<file path="config.mk">
export PLATFORM = sky130hd
export DESIGN_NAME = pri_arb8_ctrl_flat
export DESIGN_NICKNAME = d
export VERILOG_FILES = /design/src/rtl/pri_arb8_ctrl_pkg.sv /design/src/rtl/pri_arb8_ctrl_if.sv /design/src/rtl/pri_arb8_ctrl_pick.sv /design/src/rtl/pri_arb8_ctrl.sv /design/src/flat_wrapper.sv
export SDC_FILE = /design/constraint.sdc
export NUM_CORES = 1
export LEC_CHECK = 0
export ABC_AREA = 1
export BUFFER_PORTS_ARGS = -buffer_cell sky130_fd_sc_hd__buf_2
export CORE_MARGIN = 10
export CORE_UTILIZATION = 55
export DETAILED_ROUTE_END_ITERATION = 7
export HOLD_SLACK_MARGIN = 0.15
export PLACE_DENSITY = 0.74
export SYNTH_ARGS = -nofsm -noshare
export SYNTH_HDL_FRONTEND = slang
export SYNTH_SLANG_ARGS = --single-unit
</file>
<file path="constraint.sdc">
create_clock -name clk -period 2 [get_ports clk]
set_input_delay 0.4 -clock clk [delete_from_list [all_inputs] [get_ports clk]]
set_output_delay 0.4 -clock clk [all_outputs]
set_load 0.01 [all_outputs]
</file>
<file path="src/rtl/pri_arb8_ctrl_pkg.sv">
// Shared definitions for the 8-requester priority arbiter: sizes, FSM
// state encoding and the highest-set-bit helper used by the picker.
package pri_arb8_ctrl_pkg;

    localparam int N_REQ            = 8;
    localparam int IDX_W            = 3;
    localparam int CNT_W            = 4;
    localparam int MAX_HOLD_DEFAULT = 15;

    typedef enum logic [1:0] {
        S_IDLE    = 2'd0,
        S_GRANT   = 2'd1,
        S_RECOVER = 2'd2
    } state_t;

    // Index of the highest set bit of v; zero when v is all-zero.
    function automatic logic [IDX_W-1:0] highest_bit(input logic [N_REQ-1:0] v);
        logic [IDX_W-1:0] res;
        res = '0;
        for (int i = 0; i < N_REQ; i++) begin
            if (v[i]) begin
                res = IDX_W'(i);
            end
        end
        return res;
    endfunction

endpackage

</file>
<file path="src/rtl/pri_arb8_ctrl_if.sv">
// Request/grant bundle between the requesters (master side) and the
// arbiter (slave side).
interface pri_arb8_ctrl_if;
    import pri_arb8_ctrl_pkg::*;

    logic [N_REQ-1:0] req;
    logic             rr_en;
    logic [N_REQ-1:0] gnt;
    logic [IDX_W-1:0] gnt_idx;
    logic             gnt_vld;
    logic             timeout;

    modport master (
        output req, rr_en,
        input  gnt, gnt_idx, gnt_vld, timeout
    );

    modport slave (
        input  req, rr_en,
        output gnt, gnt_idx, gnt_vld, timeout
    );

endinterface

</file>
<file path="src/rtl/pri_arb8_ctrl_pick.sv">
// Combinational winner selection. In round-robin mode only requesters
// below the previous winner are considered first; if none of them is
// asking, selection falls back to the plain highest-index request.
module pri_pick_mask8
    import pri_arb8_ctrl_pkg::*;
(
    input  logic [N_REQ-1:0] req,
    input  logic [IDX_W-1:0] ptr,
    input  logic             rr_en,
    output logic [IDX_W-1:0] idx,
    output logic             any
);

    logic [N_REQ-1:0] mask;
    logic [N_REQ-1:0] masked_req;

    // Build the below-pointer mask and pick the highest eligible request.
    always_comb begin
        mask       = (N_REQ'(1) << ptr) - N_REQ'(1);
        masked_req = req & mask;
        any        = |req;
        if (rr_en && (|masked_req)) begin
            idx = highest_bit(masked_req);
        end else begin
            idx = highest_bit(req);
        end
    end

endmodule

</file>
<file path="src/rtl/pri_arb8_ctrl.sv">
// Registered 8-requester arbiter. A grant is held while the winner keeps
// its request up, optionally cut short by a hold timer, and is always
// followed by a one-cycle turnaround before the next arbitration.
module pri_arb8_ctrl
    import pri_arb8_ctrl_pkg::*;
#(
    parameter int MAX_HOLD = MAX_HOLD_DEFAULT
) (
    input  logic              clk,
    input  logic              rst,
    pri_arb8_ctrl_if.slave    bus
);

    state_t           state_q,   state_d;
    logic [IDX_W-1:0] ptr_q,     ptr_d;
    logic [CNT_W-1:0] timer_q,   timer_d;
    logic [N_REQ-1:0] gnt_q,     gnt_d;
    logic [IDX_W-1:0] gnt_idx_q, gnt_idx_d;
    logic             gnt_vld_q, gnt_vld_d;
    logic             timeout_q, timeout_d;

    logic [IDX_W-1:0] pick_idx;
    logic             pick_any;
    logic             hold_expired;

    pri_pick_mask8 u_pick (
        .req   (bus.req),
        .ptr   (ptr_q),
        .rr_en (bus.rr_en),
        .idx   (pick_idx),
        .any   (pick_any)
    );

    // A hold limit of zero disables forced revocation entirely.
    assign hold_expired = (MAX_HOLD != 0) && (timer_q == CNT_W'(MAX_HOLD));

    // Next-state logic: arbitrate in IDLE, supervise the grant, then turn around.
    always_comb begin
        state_d   = state_q;
        ptr_d     = ptr_q;
        timer_d   = timer_q;
        gnt_d     = gnt_q;
        gnt_idx_d = gnt_idx_q;
        gnt_vld_d = gnt_vld_q;
        timeout_d = 1'b0;

        case (state_q)
            S_IDLE: begin
                gnt_d     = '0;
                gnt_idx_d = '0;
                gnt_vld_d = 1'b0;
                timer_d   = '0;
                if (pick_any) begin
                    state_d   = S_GRANT;
                    gnt_d     = N_REQ'(1) << pick_idx;
                    gnt_idx_d = pick_idx;
                    gnt_vld_d = 1'b1;
                    timer_d   = CNT_W'(1);
                end
            end

            S_GRANT: begin
                if (!bus.req[gnt_idx_q] || hold_expired) begin
                    state_d   = S_RECOVER;
                    ptr_d     = gnt_idx_q;
                    gnt_d     = '0;
                    gnt_idx_d = '0;
                    gnt_vld_d = 1'b0;
                    timeout_d = bus.req[gnt_idx_q];
                end else if (timer_q != '1) begin
                    timer_d = timer_q + CNT_W'(1);
                end
            end

            S_RECOVER: begin
                state_d = S_IDLE;
                timer_d = '0;
            end

            default: begin
                state_d   = S_IDLE;
                gnt_d     = '0;
                gnt_idx_d = '0;
                gnt_vld_d = 1'b0;
                timer_d   = '0;
            end
        endcase
    end

    // State and output registers; reset clears the grant without a clock.
    always_ff @(posedge clk or posedge rst) begin
        if (rst) begin
            state_q   <= S_IDLE;
            ptr_q     <= '0;
            timer_q   <= '0;
            gnt_q     <= '0;
            gnt_idx_q <= '0;
            gnt_vld_q <= 1'b0;
            timeout_q <= 1'b0;
        end else begin
            state_q   <= state_d;
            ptr_q     <= ptr_d;
            timer_q   <= timer_d;
            gnt_q     <= gnt_d;
            gnt_idx_q <= gnt_idx_d;
            gnt_vld_q <= gnt_vld_d;
            timeout_q <= timeout_d;
        end
    end

    assign bus.gnt     = gnt_q;
    assign bus.gnt_idx = gnt_idx_q;
    assign bus.gnt_vld = gnt_vld_q;
    assign bus.timeout = timeout_q;

endmodule

</file>
<file path="src/flat_wrapper.sv">
// flat-port wrapper written by rule: the top's interface ports become plain ports
module pri_arb8_ctrl_flat import pri_arb8_ctrl_pkg::*;
#(
    parameter int MAX_HOLD = MAX_HOLD_DEFAULT
)
  (clk, rst, bus_req, bus_rr_en, bus_gnt, bus_gnt_idx, bus_gnt_vld, bus_timeout);
  pri_arb8_ctrl_if bus_i ();
  input  logic clk;
  input  logic rst;
  input wire logic [$bits(bus_i.req)-1:0] bus_req;
  input wire logic [$bits(bus_i.rr_en)-1:0] bus_rr_en;
  output wire logic [$bits(bus_i.gnt)-1:0] bus_gnt;
  output wire logic [$bits(bus_i.gnt_idx)-1:0] bus_gnt_idx;
  output wire logic [$bits(bus_i.gnt_vld)-1:0] bus_gnt_vld;
  output wire logic [$bits(bus_i.timeout)-1:0] bus_timeout;
  assign bus_i.req = bus_req;
  assign bus_i.rr_en = bus_rr_en;
  assign bus_gnt = bus_i.gnt;
  assign bus_gnt_idx = bus_i.gnt_idx;
  assign bus_gnt_vld = bus_i.gnt_vld;
  assign bus_timeout = bus_i.timeout;
  pri_arb8_ctrl #(.MAX_HOLD(MAX_HOLD)) u_core (.clk(clk), .rst(rst), .bus(bus_i));
endmodule
</file>
-- Word level (Yosys, flattened, before mapping)
Index checks and enable logic that the tools add are counted.
- register bits: 22
- latch bits: 0
- RAM bits: 0
- ROM bits: 0
- bits of input ports: 11
- output and inout bits: 13
- word-level logic and storage cells: 67
- memories: 0
- add/sub/neg operators: 2
- multiply operators: 0
- divide/modulo/power cells: 0
- $lt $le $gt $ge: 1
- equal/unequal tests: 8
- shift operators: 2
- muxes and demuxes: 35
- bitwise operators: 2
- reductions and logical operators: 10
- operators by type and width (kind ; number):
    $mux W3 ; 15
    $pmux W8 S3 ; 1
    $mux W8 ; 2
    $reduce_or A8 Y1 ; 2
    $shl A1 B3 Y8 const A ; 2
    $pmux W3 S3 ; 1
    $and A8 B8 Y8 ; 1
    $mux W1 ; 8
    $mux W4 ; 2
    $pmux W4 S2 ; 1
    $reduce_and A2 Y1 ; 4
    $sub A8 B2 Y8 const B ; 1
    $ne A2 B1 Y1 const B ; 3
    $add A4 B1 Y4 const B ; 1
    $eq A4 B4 Y1 const B ; 1
    $lt A3 B4 Y1 const B ; 1
    $mux W2 ; 2
    $ne A4 B4 Y1 const B ; 1
    $pmux W2 S2 ; 1
    $bmux W1 S3 ; 1
    $pmux W1 S3 ; 1
    $eq A2 B1 Y1 const B ; 1
    $eq A2 B2 Y1 const B ; 1
    $logic_not A2 Y1 ; 1
    other kinds (5) ; 5

-- Logic depth before layout (Yosys ltp)
- depth after elaboration: 14
- depth in mapped cells: 16
- depth with buffers taken out: 15

-- Hierarchy
A second synthesis with hierarchy kept.
- cells, all modules: 182
- area total of the unflattened synthesis: 1288.7 sq um
- modules (own cells, without submodules) (module ; instances ; cells an instance ; area an instance (sq um) ; seq. area each (sq um)):
    pri_arb8_ctrl ; 1 ; 127 ; 1034.7 ; 550.5
    pri_pick_mask8 ; 1 ; 55 ; 254.0 ; 0.0

-- Worst setup path after synthesis
OpenSTA, ideal clock, no wires.
- path kind: register to register
- start: register u_core.ptr_q[1]
- end: register u_core.gnt_q[6], in the netlist u_core.bus.gnt[6]
- library setup time: 0.118 ns
- arrival: 1.675 ns
- required time: 1.882 ns
- slack: 0.208 ns
- stages on the path, launching flop included: 17
- buffers on the path: 1
- period minus slack after synthesis: 1.792 ns
- path through: dfrtp_1 > buf_6 > nor2_4 > nand2_2 > ha_1 > nand4_1 > nand2_1 > inv_1 > nand2_2 > nand3_2 > nand2_4 > nand2_2 > nand2_2 > nand2_4 > inv_4 > nand3_1 > nand2_1
- word-level cells in the longest chain between the ends: 14
- elaborated cells on any way between the ends: 16
- classes of those cells: 1 x add/sub; 2 x shift; 10 x mux; 1 x bitwise; 2 x reduce/logical
- RTL lines (what ; RTL line ; text):
    from (decl) ; pri_arb8_ctrl.sv:15 ; logic [IDX_W-1:0] ptr_q, ptr_d;
    from (signal assigned) ; pri_arb8_ctrl.sv:102 ; ptr_q <= ptr_d;
    $shl A1 B3 Y8 (*) ; pri_arb8_ctrl_pick.sv:19 ; mask = (N_REQ'(1) << ptr) - N_REQ'(1);
    $sub A8 B2 Y8 (*) ; pri_arb8_ctrl_pick.sv:19 ;
    $and A8 B8 Y8 (*) ; pri_arb8_ctrl_pick.sv:20 ; masked_req = req & mask;
    $mux W1 ; pri_arb8_ctrl_pkg.sv:21 ; if (v[i]) begin
    $mux W3 (6 in series) ; pri_arb8_ctrl_pkg.sv:21 ;
    $mux W3 (*) ; pri_arb8_ctrl_pick.sv:22 ; if (rr_en && (|masked_req)) begin
    $shl A1 B3 Y8 (*) ; pri_arb8_ctrl.sv:55 ; gnt_d = N_REQ'(1) << pick_idx;
    $mux W8 (*) ; pri_arb8_ctrl.sv:53 ; if (pick_any) begin
    $pmux W8 S3 (*) ; pri_arb8_ctrl.sv:47 ; case (state_q)
    to (signal assigned) ; pri_arb8_ctrl.sv:104 ; gnt_q <= gnt_d;
    to (decl) ; pri_arb8_ctrl.sv:17 ; logic [N_REQ-1:0] gnt_q, gnt_d;
Every way passes the cells marked *; elsewhere a longest branch is shown, timed or not.
A chain may end at the register's enable or synchronous reset.

-- Final worst setup path
- start: register u_core.ptr_q[0]
- end: register u_core.gnt_q[2], in the netlist u_core.bus.gnt[2]
The elaborated chain is that of the path after synthesis.

==> flow_summary.json <==
{
  "timing.critical_path.slowest_cell_delay_ps": 460,
  "numPlacedInstances": 233,
  "final_routed_drc_violation_total": 0,
  "globalRouteOverflowTotal": 0,
  "crit_path_cell_trace": "nor2_4 > nand2_4 > ha_4 > nand4_1 > nand2_1 > inv_1 > nand2_2 > nand3_2 > nand2_4 > nand2_4 > nand2_2 > nand2_4 > inv_4 > nand3_1 > nand2_1",
  "worst-endpoint-arrival_ps": 2100,
  "place_ws_ps": 82.8,
  "final-hold-violation-count": 0,
  "max_slew_margin_pct": 77.7,
  "yosys-top-cells-count": "sky130_fd_sc_hd__nand2_1, sky130_fd_sc_hd__dfrtp_1, sky130_fd_sc_hd__inv_1, sky130_fd_sc_hd__nand3_1, sky130_fd_sc_hd__nor2_1",
  "syn_area_per_cell_um2": 7.72,
  "ys_async_sr_fraction_pct": 100,
  "clock_slew_at_reported_path_ffs_ps": 120,
  "detail_route.first_pass.iterations": 4,
  "detail_route.iter0.violations": 68,
  "finalWorstSetupSlack_ps": 112,
  "antenna_violations_before_repair": 0,
  "synth_cell_type_count": 29,
  "power.static_leakage_nw": 0.901,
  "whs_ps": 489,
  "clock_tree.htree_level_count": 1,
  "detail_route.vias_per_cell": 5.39,
  "worst_path_max_delay_cell": "sky130_fd_sc_hd__dfrtp_2",
  "yosys.cell_count.top_type": "sky130_fd_sc_hd__nand2_1",
  "route.antenna.remaining_nets": 0,
  "seq_area_frac_synth_pct": 39.6,
  "synth-warning-count": 0,
  "die_h_um": 70.3,
  "outcome": "completed",
  "hpwl_um": 2450,
  "finalWirelength_um": 3240,
  "max_cap_violations": 0,
  "clock_tree.buffer_depth": 2,
  "postSynthRegisterBits": 22,
  "synthCells": 180,
  "fin_crit_sh_pct": 94.4,
  "tightestPinTransition_ps": 334,
  "routed-via-count": 1298,
  "core_area_um2": 2450,
  "finalSetupTns_ps": 0,
  "die-area_um2": 4940,
  "final-instance-count-excl-fill": 241,
  "initial_core_util_pct": 56.6,
  "unrepaired_setup_endpoints_after_global_routing": "yes",
  "worst_skew_pair.late_latency_ps": 310,
  "io_pins": 24,
  "area_growth_syn_to_fin_pct": 18.5,
  "placed_cell_area_um2": 1530,
  "clk_root_buffer_cell": "sky130_fd_sc_hd__clkbuf_4",
  "final_layout_size_suffix_gt1_share_pct": 31.8,
  "cts-buffers-inserted": 3,
  "number_of_diodes_added_for_antenna_fixing": 0,
  "tritoncts": "yes",
  "cts_sinks": 22,
  "achievable-frequency_mhz": 530,
  "synth_edf_count": 0,
  "gp_congestion": 0.976,
  "number_of_setup_violations_in_the_final_report": 0,
  "yosysTopAreaCellShare_pct": 39.6,
  "dieWidth_um": 70.3,
  "power.density_cell_area_nw_per_um2": 1590,
  "timing.final.max_slew_violations": 0,
  "critical_path.max_fanout": 6,
  "min-delay-path-class": "reg2reg",
  "worstSetupStartpointType": "flip-flop",
  "synth_top_area_cell": "sky130_fd_sc_hd__dfrtp_1",
  "largest_vdd_supply_drop_mv": 1.03,
  "path_common_cell": "sky130_fd_sc_hd__nand2_4",
  "cp_data_required_time_ps": 2210,
  "synth.net_count": 193,
  "syn-cell-area_um2": 1390,
  "global_route.usage.total_pct": 13.3,
  "routed_wire_length_per_instance_um": 13.4,
  "dominant_register_cell_in_the_synthesized_netlist": "sky130_fd_sc_hd__dfrtp_1",
  "min_period_ps": 1890,
  "start_to_end_type_of_the_worst_setup_path": "reg2reg",
  "grt_max_degree": 23,
  "place.port_buffers": 23,
  "grt_first_pass_wirelength_um": 5620,
  "final_area_um2": 1650,
  "finish.net_count": 225,
  "first_global_vias": 1293,
  "critical_path_buf_inv_count": 2,
  "fin_skew_ps": 3.15,
  "timing.critical_path.max_delay_family": "simple AND/OR/NAND/NOR gates",
  "synth_top_cells_by_area": "sky130_fd_sc_hd__dfrtp_1, sky130_fd_sc_hd__nand2_1, sky130_fd_sc_hd__nand3_1",
  "total_number_of_placement_rows": 18,
  "cp-end-kind": "flip-flop"
}
==> state kept, by name (all words and copies together) (netlist names) <==
name,count
u_core.bus.gnt,8
u_core.timer_q,4
u_core.bus.gnt_vld,1
u_core.bus.timeout,1
u_core.bus.gnt_idx,3
u_core.ptr_q,3
u_core.state_q,2
==> report_power, final <==
| group | internal, mW | switching (mW) | leakage [nW] | total (mW) |
|---|---|---|---|---|
| clock network | 0.111 | 0.136 | 0.0210 | 0.247 |
| logic | 0.614 | 1.01 | 0.592 | 1.63 |
| registers | 0.606 | 0.143 | 0.288 | 0.750 |
==> metal layers <==
| metal | share of wire (%) | GRT usage [%] | vias up |
|---|---|---|---|
| met5 | 0 | 0 | - |
| met4 | 1.4 | 3.95 | 0 |
| met3 | 6.7 | 3.81 | 7 |
| met2 | 47 | 22.2 | 39 |
| met1 | 45 | 16.0 | 602 |
| li1 | - | - | 650 |
==> logic make-up after synthesis <==
kind of cell	Yosys count	synth area share [%]
buffers and inverters	23	8.64
DFF	22	39.6
xor gates and xnor gates	1	0.630
adders and majority gates	2	1.80
AOI/OAI and AO/OA	21	9.99
and+or+nand+nor	111	39.3
==> worst min-delay path: cells and delay by family, from the launching register on <==
family	cells	cell delay [ps]
flops	1	360
simple gates	2	110
==> what timing repair did <==
action	in CTS	in global routing
setup buffers	0	3
gates resized for setup	0	11
endpoints found under the setup margin	0	10
endpoints found under the hold margin	22	0
hold buffers	1	0
==> metrics by stage <==
stage               util, %  total power, mW
finish                 67.1             2.63
global route           67.1             2.89
CTS                    64.3             2.46
detailed placement     62.4             2.21
global placement       62.4             2.15
floorplan                 -             1.90
==> worst paths after layout <==
path	depth (start not counted)	startpoint	endpoint	slack, ps
max in group asynchronous	4	rst	u_core.ptr_q[0]	1100
setup reg to reg	15	u_core.ptr_q[0]	u_core.bus.gnt[2]	110
hold reg to reg	2	u_core.bus.gnt[6]	u_core.bus.gnt[6]	490
setup / recovery	15	u_core.ptr_q[0]	u_core.bus.gnt[2]	110
hold / removal	2	u_core.bus.gnt[6]	u_core.bus.gnt[6]	490
min in group asynchronous	4	rst	u_core.timer_q[1]	660
==> cells in the final DEF, fill, tap and decap left out, types with 7 or more instances in the layout <==
cell | synthesis | layout
sky130_fd_sc_hd__nand2_2 | 9 | 7
sky130_fd_sc_hd__nor2_1 | 10 | 9
sky130_fd_sc_hd__inv_1 | 16 | 16
sky130_fd_sc_hd__nand3_1 | 16 | 14
sky130_fd_sc_hd__buf_4 | 1 | 7
sky130_fd_sc_hd__buf_2 | 0 | 23
sky130_fd_sc_hd__nand3_2 | 6 | 8
sky130_fd_sc_hd__dfrtp_1 | 22 | 21
sky130_fd_sc_hd__nand2_1 | 57 | 56
==> cell type report <==
type                    instances  area [um2]
fillers                       222         807
multi-input cells             135         766
flip-flops and latches         22         552
repair buffers                 31         178
inverters                      19        78.8
well taps                      30        37.5
clock buffers                   4        36.3
(Power assumes the default switching activity.)
